**config.mk**
```make
export PLATFORM = sky130hd
export DESIGN_NAME = instr_fetch
export DESIGN_NICKNAME = d
export VERILOG_FILES = /design/src/rtl/instr_fetch_pkg.sv /design/src/rtl/instr_fetch_queue.sv /design/src/rtl/instr_fetch.sv
export SDC_FILE = /design/constraint.sdc
export NUM_CORES = 1
export LEC_CHECK = 0
export CAP_MARGIN = 15
export CORE_ASPECT_RATIO = 2
export CORE_MARGIN = 8
export CORE_UTILIZATION = 55
export CTS_CLUSTER_DIAMETER = 30
export DETAILED_ROUTE_END_ITERATION = 6
export GPL_TIMING_DRIVEN = 1
export HOLD_SLACK_MARGIN = 0.03
export MAX_ROUTING_LAYER = met4
export PLACE_DENSITY = 0.91
export SLEW_MARGIN = 20
export SYNTH_ARGS = -nofsm -noshare
export SYNTH_HDL_FRONTEND = slang
export SYNTH_HIERARCHICAL = 1
export SYNTH_SLANG_ARGS = --single-unit
```
**constraint.sdc**
```tcl
create_clock -name clk -period 8.7 [get_ports clk]
set_input_delay 1.74 -clock clk [delete_from_list [all_inputs] [get_ports clk]]
set_output_delay 1.74 -clock clk [all_outputs]
set_load 0.03 [all_outputs]
```
**src/rtl/instr_fetch_pkg.sv**
```systemverilog
// Shared opcode, jump-condition and status-register definitions for the fetch stage.
package instr_fetch_pkg;

    // Top three opcode bits of a conditional/unconditional jump
    localparam logic [2:0] OP_JUMP = 3'b001;

    // Jump condition codes carried in ir_word[12:10]
    typedef enum logic [2:0] {
        JC_NE  = 3'b000,
        JC_EQ  = 3'b001,
        JC_NC  = 3'b010,
        JC_C   = 3'b011,
        JC_N   = 3'b100,
        JC_GE  = 3'b101,
        JC_L   = 3'b110,
        JC_JMP = 3'b111
    } jump_cond_e;

    // Bit positions inside sr_flags = {V,N,Z,C}
    localparam int SR_C = 0;
    localparam int SR_Z = 1;
    localparam int SR_N = 2;
    localparam int SR_V = 3;

    // One fetch-queue entry: the word and the address it came from
    typedef struct packed {
        logic [15:0] addr;
        logic [15:0] word;
    } fetch_entry_t;

    // Evaluate a jump condition against the current status flags
    function automatic logic jump_taken(input jump_cond_e cond, input logic [3:0] flags);
        logic taken;
        taken = 1'b0;
        case (cond)
            JC_NE:  taken = !flags[SR_Z];
            JC_EQ:  taken =  flags[SR_Z];
            JC_NC:  taken = !flags[SR_C];
            JC_C:   taken =  flags[SR_C];
            JC_N:   taken =  flags[SR_N];
            JC_GE:  taken = !(flags[SR_N] ^ flags[SR_V]);
            JC_L:   taken =  (flags[SR_N] ^ flags[SR_V]);
            JC_JMP: taken = 1'b1;
            default: taken = 1'b0;
        endcase
        return taken;
    endfunction

endpackage

```
**src/rtl/instr_fetch_queue.sv**
```systemverilog
// Two-entry FIFO of {addr,word} pairs between the ROM and the decoder.
// Clear dominates push and pop so a redirect always leaves the queue empty.
module fetch_queue
    import instr_fetch_pkg::*;
(
    input  logic         clk,
    input  logic         rst,
    input  logic         push,
    input  logic         pop,
    input  logic         clear,
    input  fetch_entry_t push_data,
    output fetch_entry_t head,
    output logic         full,
    output logic         empty
);

    fetch_entry_t mem [2];
    logic         wr_ptr;
    logic         rd_ptr;
    logic [1:0]   count;

    // Entry storage; written on push unless the same cycle clears the queue
    // NOTE: the storage array is deliberately not reset; count alone says which entries are live and head is masked while empty.
    always_ff @(posedge clk) begin
        if (push && !clear) begin
            mem[wr_ptr] <= push_data;
        end
    end

    // Pointer and occupancy bookkeeping
    // NOTE: all sequential state uses non-blocking assignments so every register samples pre-edge values.
    always_ff @(posedge clk or posedge rst) begin
        if (rst) begin
            wr_ptr <= 1'b0;
            rd_ptr <= 1'b0;
            count  <= 2'd0;
        end else if (clear) begin
            wr_ptr <= 1'b0;
            rd_ptr <= 1'b0;
            count  <= 2'd0;
        end else begin
            if (push) wr_ptr <= ~wr_ptr;
            if (pop)  rd_ptr <= ~rd_ptr;
            count <= count + 2'(push) - 2'(pop);
        end
    end

    assign full  = (count == 2'd2);
    assign empty = (count == 2'd0);
    assign head  = empty ? '0 : mem[rd_ptr];

endmodule

```
**src/rtl/instr_fetch.sv**
```systemverilog
// Instruction fetch stage: owns the fetch PC, fills a 2-entry queue from ROM,
// hands words to the decoder and resolves jumps and explicit PC loads.
module instr_fetch
    import instr_fetch_pkg::*;
#(
    parameter logic [15:0] RESET_PC = 16'h0000
)
(
    input  logic        clk,
    input  logic        rst,
    output logic [15:0] rom_addr,
    output logic        rom_rd,
    input  logic [15:0] rom_data,
    output logic [15:0] ir_word,
    output logic [15:0] ir_pc,
    output logic        ir_valid,
    input  logic        ir_ready,
    input  logic        dec_opword,
    input  logic [3:0]  sr_flags,
    input  logic        pc_load,
    input  logic [15:0] pc_load_val,
    output logic        flush
);

    localparam logic [15:0] RESET_PC_ALIGNED = RESET_PC & 16'hFFFE;

    logic [15:0]  fetch_pc;
    logic         q_full;
    logic         q_empty;
    logic         pop;
    logic         taken;
    logic         redirect;
    logic [15:0]  jump_offset;
    logic [15:0]  jump_target;
    fetch_entry_t q_head;
    fetch_entry_t q_push_data;

    assign pop      = ir_valid && ir_ready;
    assign rom_rd   = !rst && (!q_full || pop);
    assign rom_addr = fetch_pc;

    assign ir_valid = !q_empty;
    assign ir_word  = q_head.word;
    // With nothing queued, report the address about to be fetched (RESET_PC out of reset)
    assign ir_pc    = q_empty ? fetch_pc : q_head.addr;

    // Word offset of the jump, sign-extended and scaled to bytes
    assign jump_offset = {{5{ir_word[9]}}, ir_word[9:0], 1'b0};
    assign jump_target = ir_pc + 16'd2 + jump_offset;

    // Only opcode words popped by the decoder are ever treated as jumps
    assign taken = pop && dec_opword && (ir_word[15:13] == OP_JUMP)
                 && jump_taken(jump_cond_e'(ir_word[12:10]), sr_flags);

    assign redirect = pc_load || taken;

    assign q_push_data = '{addr: fetch_pc, word: rom_data};

    fetch_queue u_queue (
        .clk       (clk),
        .rst       (rst),
        .push      (rom_rd),
        .pop       (pop),
        .clear     (redirect),
        .push_data (q_push_data),
        .head      (q_head),
        .full      (q_full),
        .empty     (q_empty)
    );

    // Fetch PC: explicit load beats a taken jump, which beats sequential advance
    always_ff @(posedge clk or posedge rst) begin
        if (rst) begin
            fetch_pc <= RESET_PC_ALIGNED;
            flush    <= 1'b0;
        end else begin
            flush <= redirect;
            if (pc_load) begin
                fetch_pc <= pc_load_val & 16'hFFFE;
            end else if (taken) begin
                fetch_pc <= jump_target;
            end else if (rom_rd) begin
                fetch_pc <= fetch_pc + 16'd2;
            end
        end
    end

endmodule

```
== Word-level counts from Yosys, hierarchy flattened ==
Memories as Yosys holds them, arrays and structs flattened.
Cells that the tools add are included.
Cells by class
  add/subtract/negate cells: 5
  $mul: 0
  divide/modulo/power cells: 0
  order comparisons: 0
  equality and inequality tests: 9
  shifts and indexed selects: 0
  mux-type cells: 13
  bitwise operators: 3
  reductions and logical operators: 20
Operators with widths (number)
  16-bit two-way mux: 4
  16-bit by 2-bit adder with 16-bit output, second input constant: 2
  32-bit two-way mux: 1
  16-bit adder: 1
  3-bit equality test, second input constant: 4
  1-bit case mux with 8 select lines: 1
  1-bit logical NOT: 7
  3-bit by 1-bit equality test with 1-bit output, second input constant: 2
  3-bit by 2-bit equality test with 1-bit output, second input constant: 2
  1-bit logical AND: 6
  1-bit two-way mux: 6
  2-bit nonzero test: 2
  3-bit logical NOT: 1
  3-bit nonzero test: 1
  2-bit by 1-bit adder with 2-bit output: 1
  2-bit equality test, second input constant: 1
  2-bit logical NOT: 1
  1-bit logical OR: 2
  2-bit two-way mux: 1
  1-bit NOT: 2
  2-bit by 1-bit subtractor with 2-bit output: 1
  1-bit bitwise XOR: 1
Word-level totals
  bits in registers: 21
  bits in latches: 0
  bits in writable memories: 64
  memory bits (read-only): 0
  bits of input ports: 41
  output and inout port bits: 51
  word-level logic and storage cells: 56
  memories kept: 1
Memory list
  u_queue.mem: words 2, width 32, read ports 1, clocked after memory_dff 0, wr ports 1, RTL line instr_fetch_queue.sv:17  | fetch_entry_t mem [2];

== Depth between registers and ports, before layout ==
Gate-level depths: netlist (run 1).
  depth in word-level cells: 11
  mapped depth: 15
  mapped depth without buffers: 13

== Modules after synthesis ==
The synthesis (run 1) kept the hierarchy.
By module, submodules not included
  fetch_queue: times used 1, cells each 155, area an instance 2671.3 µm², sequential area each 2021.9 µm²
  instr_fetch: times used 1, cells each 281, area an instance 2386.0 µm², sequential area each 425.4 µm²

== Least setup slack after synthesis (run 1) ==
No wires, ideal clock.
  path kind: input to register
  start: in sr_flags[3]
  end: mem u_queue/mem[0][0] in the netlist's numbering (enable)
  arrival time: 5.124 ns
  required time: 8.231 ns
  setup slack: 3.107 ns
  cell stages on the path: 6
  path buffers: 0
  path through: or2_1 -> a21oi_1 -> nor3_4 -> nor2_1 -> nand2_1 -> nor3b_1
On the way
  longest elaborated chain between the ends: 9
RTL lines
  start: declaration: RTL line instr_fetch.sv:19  | input logic [3:0] sr_flags,
  1-bit bitwise XOR (*): RTL line instr_fetch_pkg.sv:41, instr_fetch_pkg.sv:42
  1-bit logical NOT: RTL line instr_fetch_pkg.sv:41  | JC_GE: taken = !(flags[SR_N] ^ flags[SR_V]);
  1-bit case mux with 8 select lines (*): RTL line instr_fetch_pkg.sv:35  | case (cond)
  1-bit logical AND (*): RTL line instr_fetch.sv:53  | && jump_taken(jump_cond_e'(ir_word[12:10]), sr_flags);
  1-bit logical OR (*): RTL line instr_fetch.sv:55  | assign redirect = pc_load || taken;
  named net redirect: RTL line instr_fetch.sv:32  | logic redirect;
  1-bit logical NOT (*): RTL line instr_fetch_queue.sv:25  | if (push && !clear) begin
  1-bit logical AND (*): RTL line instr_fetch_queue.sv:25
  1-bit two-way mux (*): RTL line instr_fetch_queue.sv:25
  1-bit two-way mux (not written as such) (*): RTL line instr_fetch_queue.sv:26  | mem[wr_ptr] <= push_data;
  end: declaration: RTL line instr_fetch_queue.sv:17
Mark *: on every way through the listed nets, which the timed path passes. The rest lies on a longest branch.

== Final worst setup path (run 1) ==
  start: in ir_ready
  end: out rom_rd
On the way
  longest elaborated chain between the ends: 3
RTL lines
  start: declaration: RTL line instr_fetch.sv:17  | input logic ir_ready,
  1-bit logical AND: RTL line instr_fetch.sv:38  | assign pop = ir_valid && ir_ready;
  1-bit logical OR: RTL line instr_fetch.sv:39  | assign rom_rd = !rst && (!q_full || pop);
  1-bit logical AND: RTL line instr_fetch.sv:39
  end: declaration: RTL line instr_fetch.sv:12  | output logic rom_rd,
Every way passes these cells.

==> run_results.csv, run 1 <==
group,metric,value,unit
clock_network,cts_resized,0,
die,coreArea,8950,um2
yosys,yosysTopAreaCell,"edfxtp_1",
clock_network,numCtsBuffers,9,
global_routing,first_global_vias,4112,
power,p_per_area,349,nW/um2
clock_network,clock_path_buffers,2,
power,power,2.18,mW
flow_run,cap_violations,0,
route,viasPerCell,6.11,
route,drc_errors,0,
final_layout,antenna_cells,0,
clock_network,path_clk_slew,0.06,ns
global_routing,grt_usage,0.210,
timing,setup_ws,3.37,ns
die,io_pins,92,
die,initial_core_util,0.565,
die,die_w,83.8,um
timing,period_minus_slack,5.33,ns
clock_network,htree_levels,3,
timing,tns,0,ns
timing,fmax,188,MHz
global_routing,top_usage_layer,"met2",
clock_network,cts_tree,"built",
critical_path,reg2reg_depth,9,
global_routing,met2_usage,0.375,
worst_hold_path,min_from,"rom_addr[0]",
yosys,async_reset_ff_frac,0.247,
clock_network,cts_hold_buffers,0,
yosys,synth_seq_cells,85,
placement,placement.io_buffers,90,
placement,hpwl,9240,um
power,leakage,2.37,nW
worst_hold_path,holdPathStages,0,
yosys,synth_top_cell_area_share,0.380,
clock_network,clock-sinks,85,
critical_path,slowest_delay,0.78,ns
critical_path,worst_ep_required_time,6.96,ns
clock_network,cts_root_buf,"clkbuf_16",
critical_path,rr_startpoint,"u_queue/rd_ptr",
critical_path,cp-start-kind,"input port",
route,drtAntennaViolNets,0,
worst_hold_path,hold_end,"u_queue/mem[0][16]",
timing,rsz0062_at_grt,"false",
route,wl_per_cell,20.6,um
yosys,yosys_warnings,6,
final_layout,nets,593,
worst_hold_path,hold_path.class,"reg -> reg",
yosys,syn-num-nets,508,
global_routing,grt_pass1_wl,20400,um
global_routing,grt_max_degree,36,
global_routing,grt_antenna_before_repair,0,
yosys,postSynthAreaPerCell,11.6,um2
final_layout,drive_gt1_frac,0.0951,
yosys,synth.distinct_cells,69,
yosys,ys.flop_type,"edfxtp_1",
final_layout,fin_area,6260,um2
critical_path,path_cells,"clkdlybuf4s50_1 -> nand2b_4 -> a21oi_2 -> clkdlybuf4s50_1",
timing,fin_crit_sh,0.612,
die,die_y,152,um
timing,worst_pin_slew,1.01,ns
route,drt_iter0_drc,276,
yosys,synth_edf_count,64,
final_layout,syn_to_final_growth,23.8,%
timing,hold_violations,0,
route,vias,3840,
critical_path,cp_data_arrival_time,3.59,ns
yosys,ys_seq_area_frac,0.484,
route,dr.pass1.iters,5,
placement,dp_slack,3.38,ns
placement,placed_cell_area,5960,um2
clock_network,clock_latency,0.35,ns
timing,slew-limit-headroom,0.328,
critical_path,rrSetupSlack,4.69,ns
critical_path,cpMaxStageDelayCell,"clkdlybuf4s50_1",
run_status,outcome,"finished, final reports clean",
placement,gp_congestion,0.912,
yosys,netlist_area,5060,um2
timing,finalSetupViolCount,0,
critical_path,crit_type,"in -> out",
yosys,syn_inst,436,
clock_network,post_cts_buffers,0,
critical_path,crit_path_end_kind,"output port",
die,placementRows,49,
yosys,ys_top_cells_by_area,"edfxtp_1 (38%), dfrtp_1 (10%), ha_1 (7.4%), mux2i_1 (7.1%), nor2_1 (3.9%)",
timing,fin_skew,0.0145,ns
global_routing,grt_overflow,0,
global_routing,gr-usage-met3,0.0519,
critical_path,r2r_end,"u_queue/mem[1][8]",
timing,slew_violations,0,
power,ir_drop,0.232,mV
critical_path,path_common_cell,"clkdlybuf4s50_1",
global_routing,met1_usage,0.203,
die,dieArea,12700,um2
critical_path,cp_max_fo,11,
route,routed_wl,12900,um
-- Yosys cell counts (4+ instances only) --
master    number
o21bai_1       4
a21oi_1       23
edfxtp_1      64
nand3_1        6
nand2b_1       4
o21ai_1       10
inv_1         14
o21ai_0        9
mux2_2        14
mux2i_1       36
xor2_1         4
clkbuf_1       5
nor4_1         4
nand4_1        4
nand2_1       17
and3_1         5
o211ai_1       5
xnor2_1       19
a31oi_1        4
nor2_1        52
nor3_1         8
ha_1          30
dfrtp_1       21
buf_2          6
-- state kept, by name, indices dropped and copies added, names as in the netlist --
name,cells
u_queue/rd_ptr,1
u_queue/mem,64
rom_addr,16
u_queue/wr_ptr,1
flush,1
u_queue/count,2
-- layer usage --
layer  routed length [um]  up-vias
li1                     -     1785
met1                 4720     1846
met2                 6990      164
met3                  670       45
met4                  552        0
met5                    0        -
-- cells in the final DEF, fill, tap and decap left out, types with 3 or more instances in the layout --
cell type        instances
xor2_1                   4
nand4_1                  4
nand2_1                 17
dfrtp_1                 20
clkdlybuf4s50_1         90
ha_1                    30
o21bai_1                 4
nor3_1                   8
mux2i_1                 36
o21ai_1                 10
buf_4                    4
a21oi_1                 23
mux2_2                  14
a211oi_1                 3
edfxtp_1                64
a31oi_1                  4
nor4_1                   4
xnor2_1                 19
nor2_1                  52
inv_1                   14
nor2b_1                  3
o211ai_1                 5
nand3_1                  6
and3_1                   5
o31ai_1                  3
o21ai_0                  9
clkbuf_16                9
nand2b_1                 4
a211o_1                  3
-- logic make-up (layout without fill, tap and decap cells) --
kind of cell	count (synthesis)	count (layout)	synth area share
simple gates	124	124	0.128
compound gates	86	86	0.117
flops	85	85	0.484
mux	51	51	0.105
buf+inv	35	125	0.0440
fa+ha+maj	31	31	0.0782
xor+xnor	24	24	0.0443
-- power breakdown --
group,internal (mW),switching [mW]
Clock,0.230,0.160
Sequential,0.505,0.0867
Combinational,0.511,0.690
-- worst max-delay path by stage --
stage	slack, ns	cells past startpoint	startpoint	end
finish	3.37	4	ir_ready	rom_rd
detailed placement	3.38	4	ir_ready	rom_rd
CTS	3.37	4	ir_ready	rom_rd
global placement	3.38	4	ir_ready	rom_rd
global route	3.31	4	ir_ready	rom_rd
floorplan	3.11	6	sr_flags[3]	u_queue/mem[0][0]
-- worst max-delay path, delay by kind of cell --
kind                   cells  cell delay [ns]
buffers and inverters      2             1.28
and+or+nand+nor            1             0.09
AOI/OAI and AO/OA          1             0.47
-- final cells by class --
cell class | instances | area, um2
timing repair buffer | 94 | 931
fill | 640 | 2690
inverter | 15 | 57.6
sequential | 85 | 2450
tap | 102 | 128
clock inverter | 5 | 57.6
clock buffer | 11 | 243
multi-input combinational | 316 | 2400
-- per-stage QoR --
stage	util	std cells	hold slack, ns
2_1_floorplan	-	436	0.525
3_3_place_gp	0.666	612	0.505
3_5_place_dp	0.666	612	0.522
4_1_cts	0.700	628	0.536
5_1_grt	0.700	628	0.576
6_report	0.700	628	0.546
No activity file was read; power rests on OpenSTA's default activity.
==> run 2: changes to the inputs <==
--- a/config.mk
+++ b/config.mk
@@ -8,13 +8,13 @@
 export CAP_MARGIN = 15
 export CORE_ASPECT_RATIO = 2
 export CORE_MARGIN = 8
-export CORE_UTILIZATION = 55
+export CORE_UTILIZATION = 53
 export CTS_CLUSTER_DIAMETER = 30
 export DETAILED_ROUTE_END_ITERATION = 6
 export GPL_TIMING_DRIVEN = 1
 export HOLD_SLACK_MARGIN = 0.03
 export MAX_ROUTING_LAYER = met4
-export PLACE_DENSITY = 0.91
+export PLACE_DENSITY = 0.89
 export SLEW_MARGIN = 20
 export SYNTH_ARGS = -nofsm -noshare
 export SYNTH_HDL_FRONTEND = slang
==> constraint.sdc (replaced) <==
create_clock -name clk -period 5.5 [get_ports clk]
set_input_delay 1.1 -clock clk [delete_from_list [all_inputs] [get_ports clk]]
set_output_delay 1.1 -clock clk [all_outputs]
set_load 0.03 [all_outputs]
==> run_results.csv, run 2 (same netlist as run 1, synthesis figures left out) <==
group,metric,value,unit
run_status,outcome,"finished, final reports clean",
placement,dp_slack,1.42,ns
power,leakage,2.39,nW
power,power_frac_seq,0.267,
global_routing,grt_overflow,0,
critical_path,cp-start-kind,"input port",
final_layout,largest_reg_flops,64,
route,viasPerCell,6.03,
clock_network,cts_root_buf,"clkbuf_16",
critical_path,cp_max_fo,11,
route,drtAntennaViolNets,0,
clock_network,clock_path_buffers,2,
power,combinationalPowerShare,0.553,
global_routing,first_global_vias,4052,
route,vias,3810,
timing,fin_skew,0.0108,ns
timing,slew_violations,0,
timing,rsz0062_at_grt,"false",
power,p_int,1.96,mW
clock_network,clock_latency,0.35,ns
timing,setup_ws,1.41,ns
placement,dpl.cell_count,616,
critical_path,worst_ep_required_time,4.40,ns
final_layout,final_cells,632,
timing,period_minus_slack,4.09,ns
placement,hpwl,9140,um
clock_network,post_cts_buffers,0,
final_layout,antenna_cells,0,
global_routing,grt_max_degree,33,
final_layout,regMostFlops,"u_queue/mem",
clock_network,cts_hold_buffers,0,
die,die_y,154,um
critical_path,crit_path_end_kind,"output port",
critical_path,crit_start,"ir_ready",
timing,finalSetupViolCount,0,
power,clkPwrFrac,0.181,
power,p_per_area,546,nW/um2
timing,tns,0,ns
power,swShare,0.428,
global_routing,grt_usage,0.202,
critical_path,crit_type,"in -> out",
critical_path,cp_top_family,"buffers and inverters",
clock_network,clock-sinks,85,
power,ir_drop,0.373,mV
power,switching_power,1.47,mW
die,io_pins,92,
timing,fin_crit_sh,0.743,
route,drc_errors,0,
global_routing,grt_antenna_before_repair,0,
die,coreArea,9320,um2
flow_run,cap_violations,0,
clock_network,cts_resized,0,
die,initial_core_util,0.543,
clock_network,cts_tree,"built",
critical_path,cpMaxStageDelayCell,"clkdlybuf4s50_1",
clock_network,htree_levels,3,
final_layout,nFillCells,677,
clock_network,numCtsBuffers,9,
worst_hold_path,min_from,"rom_addr[0]",
global_routing,grt_pass1_wl,20000,um
route,routed_wl,12500,um
route,wl_per_cell,19.8,um
route,drt_iter0_drc,320,
final_layout,drive_gt1_frac,0.102,
timing,hold_violations,0,
placement,gp_congestion,0.900,
worst_hold_path,hold_path.class,"reg -> reg",
critical_path,cp.buffers_inverters,2,
final_layout,mostFrequentLayoutCells,"clkdlybuf4s50_1 (90), edfxtp_1 (64), nor2_1 (52)",
timing,fmax,245,MHz
final_layout,layout_commonest_cell,"clkdlybuf4s50_1",
route,dr.pass1.iters,5,
critical_path,slowest_delay,0.79,ns
clock_network,path_clk_slew,0.07,ns
timing,hold_slack,0.535,ns
die,dieArea,13100,um2
final_layout,nets,595,
timing,worst_pin_slew,0.966,ns
final_layout,syn_to_final_growth,24.3,%
critical_path,rr_startpoint,"u_queue/count[0]",
die,placementRows,50,
critical_path,path_common_cell,"clkdlybuf4s50_1",
die,die_w,85.1,um
placement,placement.io_buffers,90,
timing,slew-limit-headroom,0.354,
critical_path,cp_data_arrival_time,2.99,ns
critical_path,path_cells,"clkdlybuf4s50_1 -> nand2b_4 -> a21oi_2 -> clkdlybuf4s50_1",
## run 2: changes by cell type in the layout (fill, tap and decap cells not counted)
cell	before	now
clkinv_4	0	2
clkbuf_8	1	0
clkbuf_1	1	0
buf_4	4	6
inv_8	0	1
clkinv_1	1	0
## run 2: path summary, 6_finish.rpt
check / end / slack (ns) / depth (start not counted)
max reg2reg: rom_addr[13] / 1.62 / 11
max: rom_rd / 1.41 / 4
min: u_queue/mem[1][16] / 0.53 / 0
max in group asynchronous: rom_addr[2] / 3.71 / 2
min reg2reg: u_queue/mem[1][16] / 0.53 / 0
min in group asynchronous: u_queue/rd_ptr / 1.09 / 2
## run 2: layout make-up
type,count,area (um2),area share
Tap cell,104,130,0.0207
Multi-Input combinational cell,316,2400,0.381
Clock inverter,7,82.6,0.0131
Timing Repair Buffer,96,946,0.150
Clock buffer,9,225,0.0358
Sequential cell,85,2450,0.389
Inverter,15,57.6,0.00915
## run 2: power groups by stage
stage               Sequential, mW  Combinational, mW  Clock [mW]
detailed placement           0.927               1.88           0
floorplan                    0.932               1.32           0
global route                 0.928               2.04       0.655
CTS                          0.914               1.90       0.630
global placement             0.917               1.84           0
finish                       0.916               1.90       0.620
## run 2: per-layer routing
layer / global-route usage / vias up / share of wire
met2: 0.355 / 144 / 0.55
met3: 0.0384 / 33 / 0.047
met5: - / - / 0
li1: - / 1792 / -
met1: 0.204 / 1841 / 0.37
met4: 0.109 / 0 / 0.036
## run 2: metrics by stage
| step | instance area (um2) | total power, mW | utilization |
|---|---|---|---|
| 6_report | 6290 | 3.43 | 0.674 |
| 3_5_place_dp | 5980 | 2.81 | 0.641 |
| 2_1_floorplan | 5060 | 2.26 | - |
| 3_3_place_gp | 5980 | 2.76 | 0.641 |
| 4_1_cts | 6290 | 3.44 | 0.674 |
| 5_1_grt | 6290 | 3.62 | 0.674 |
## run 2: worst reg2reg max path: stages (launching register included)
cell	delay, ns
dfrtp_1	0.42
nor2_4	0.50
buf_4	0.43
mux2_2	0.43
ha_1	0.31
ha_1	0.41
nand2_1	0.11
nor2_1	0.06
a211o_1	0.29
o31a_1	0.31
o2111a_1	0.25
nor4_2	0.26
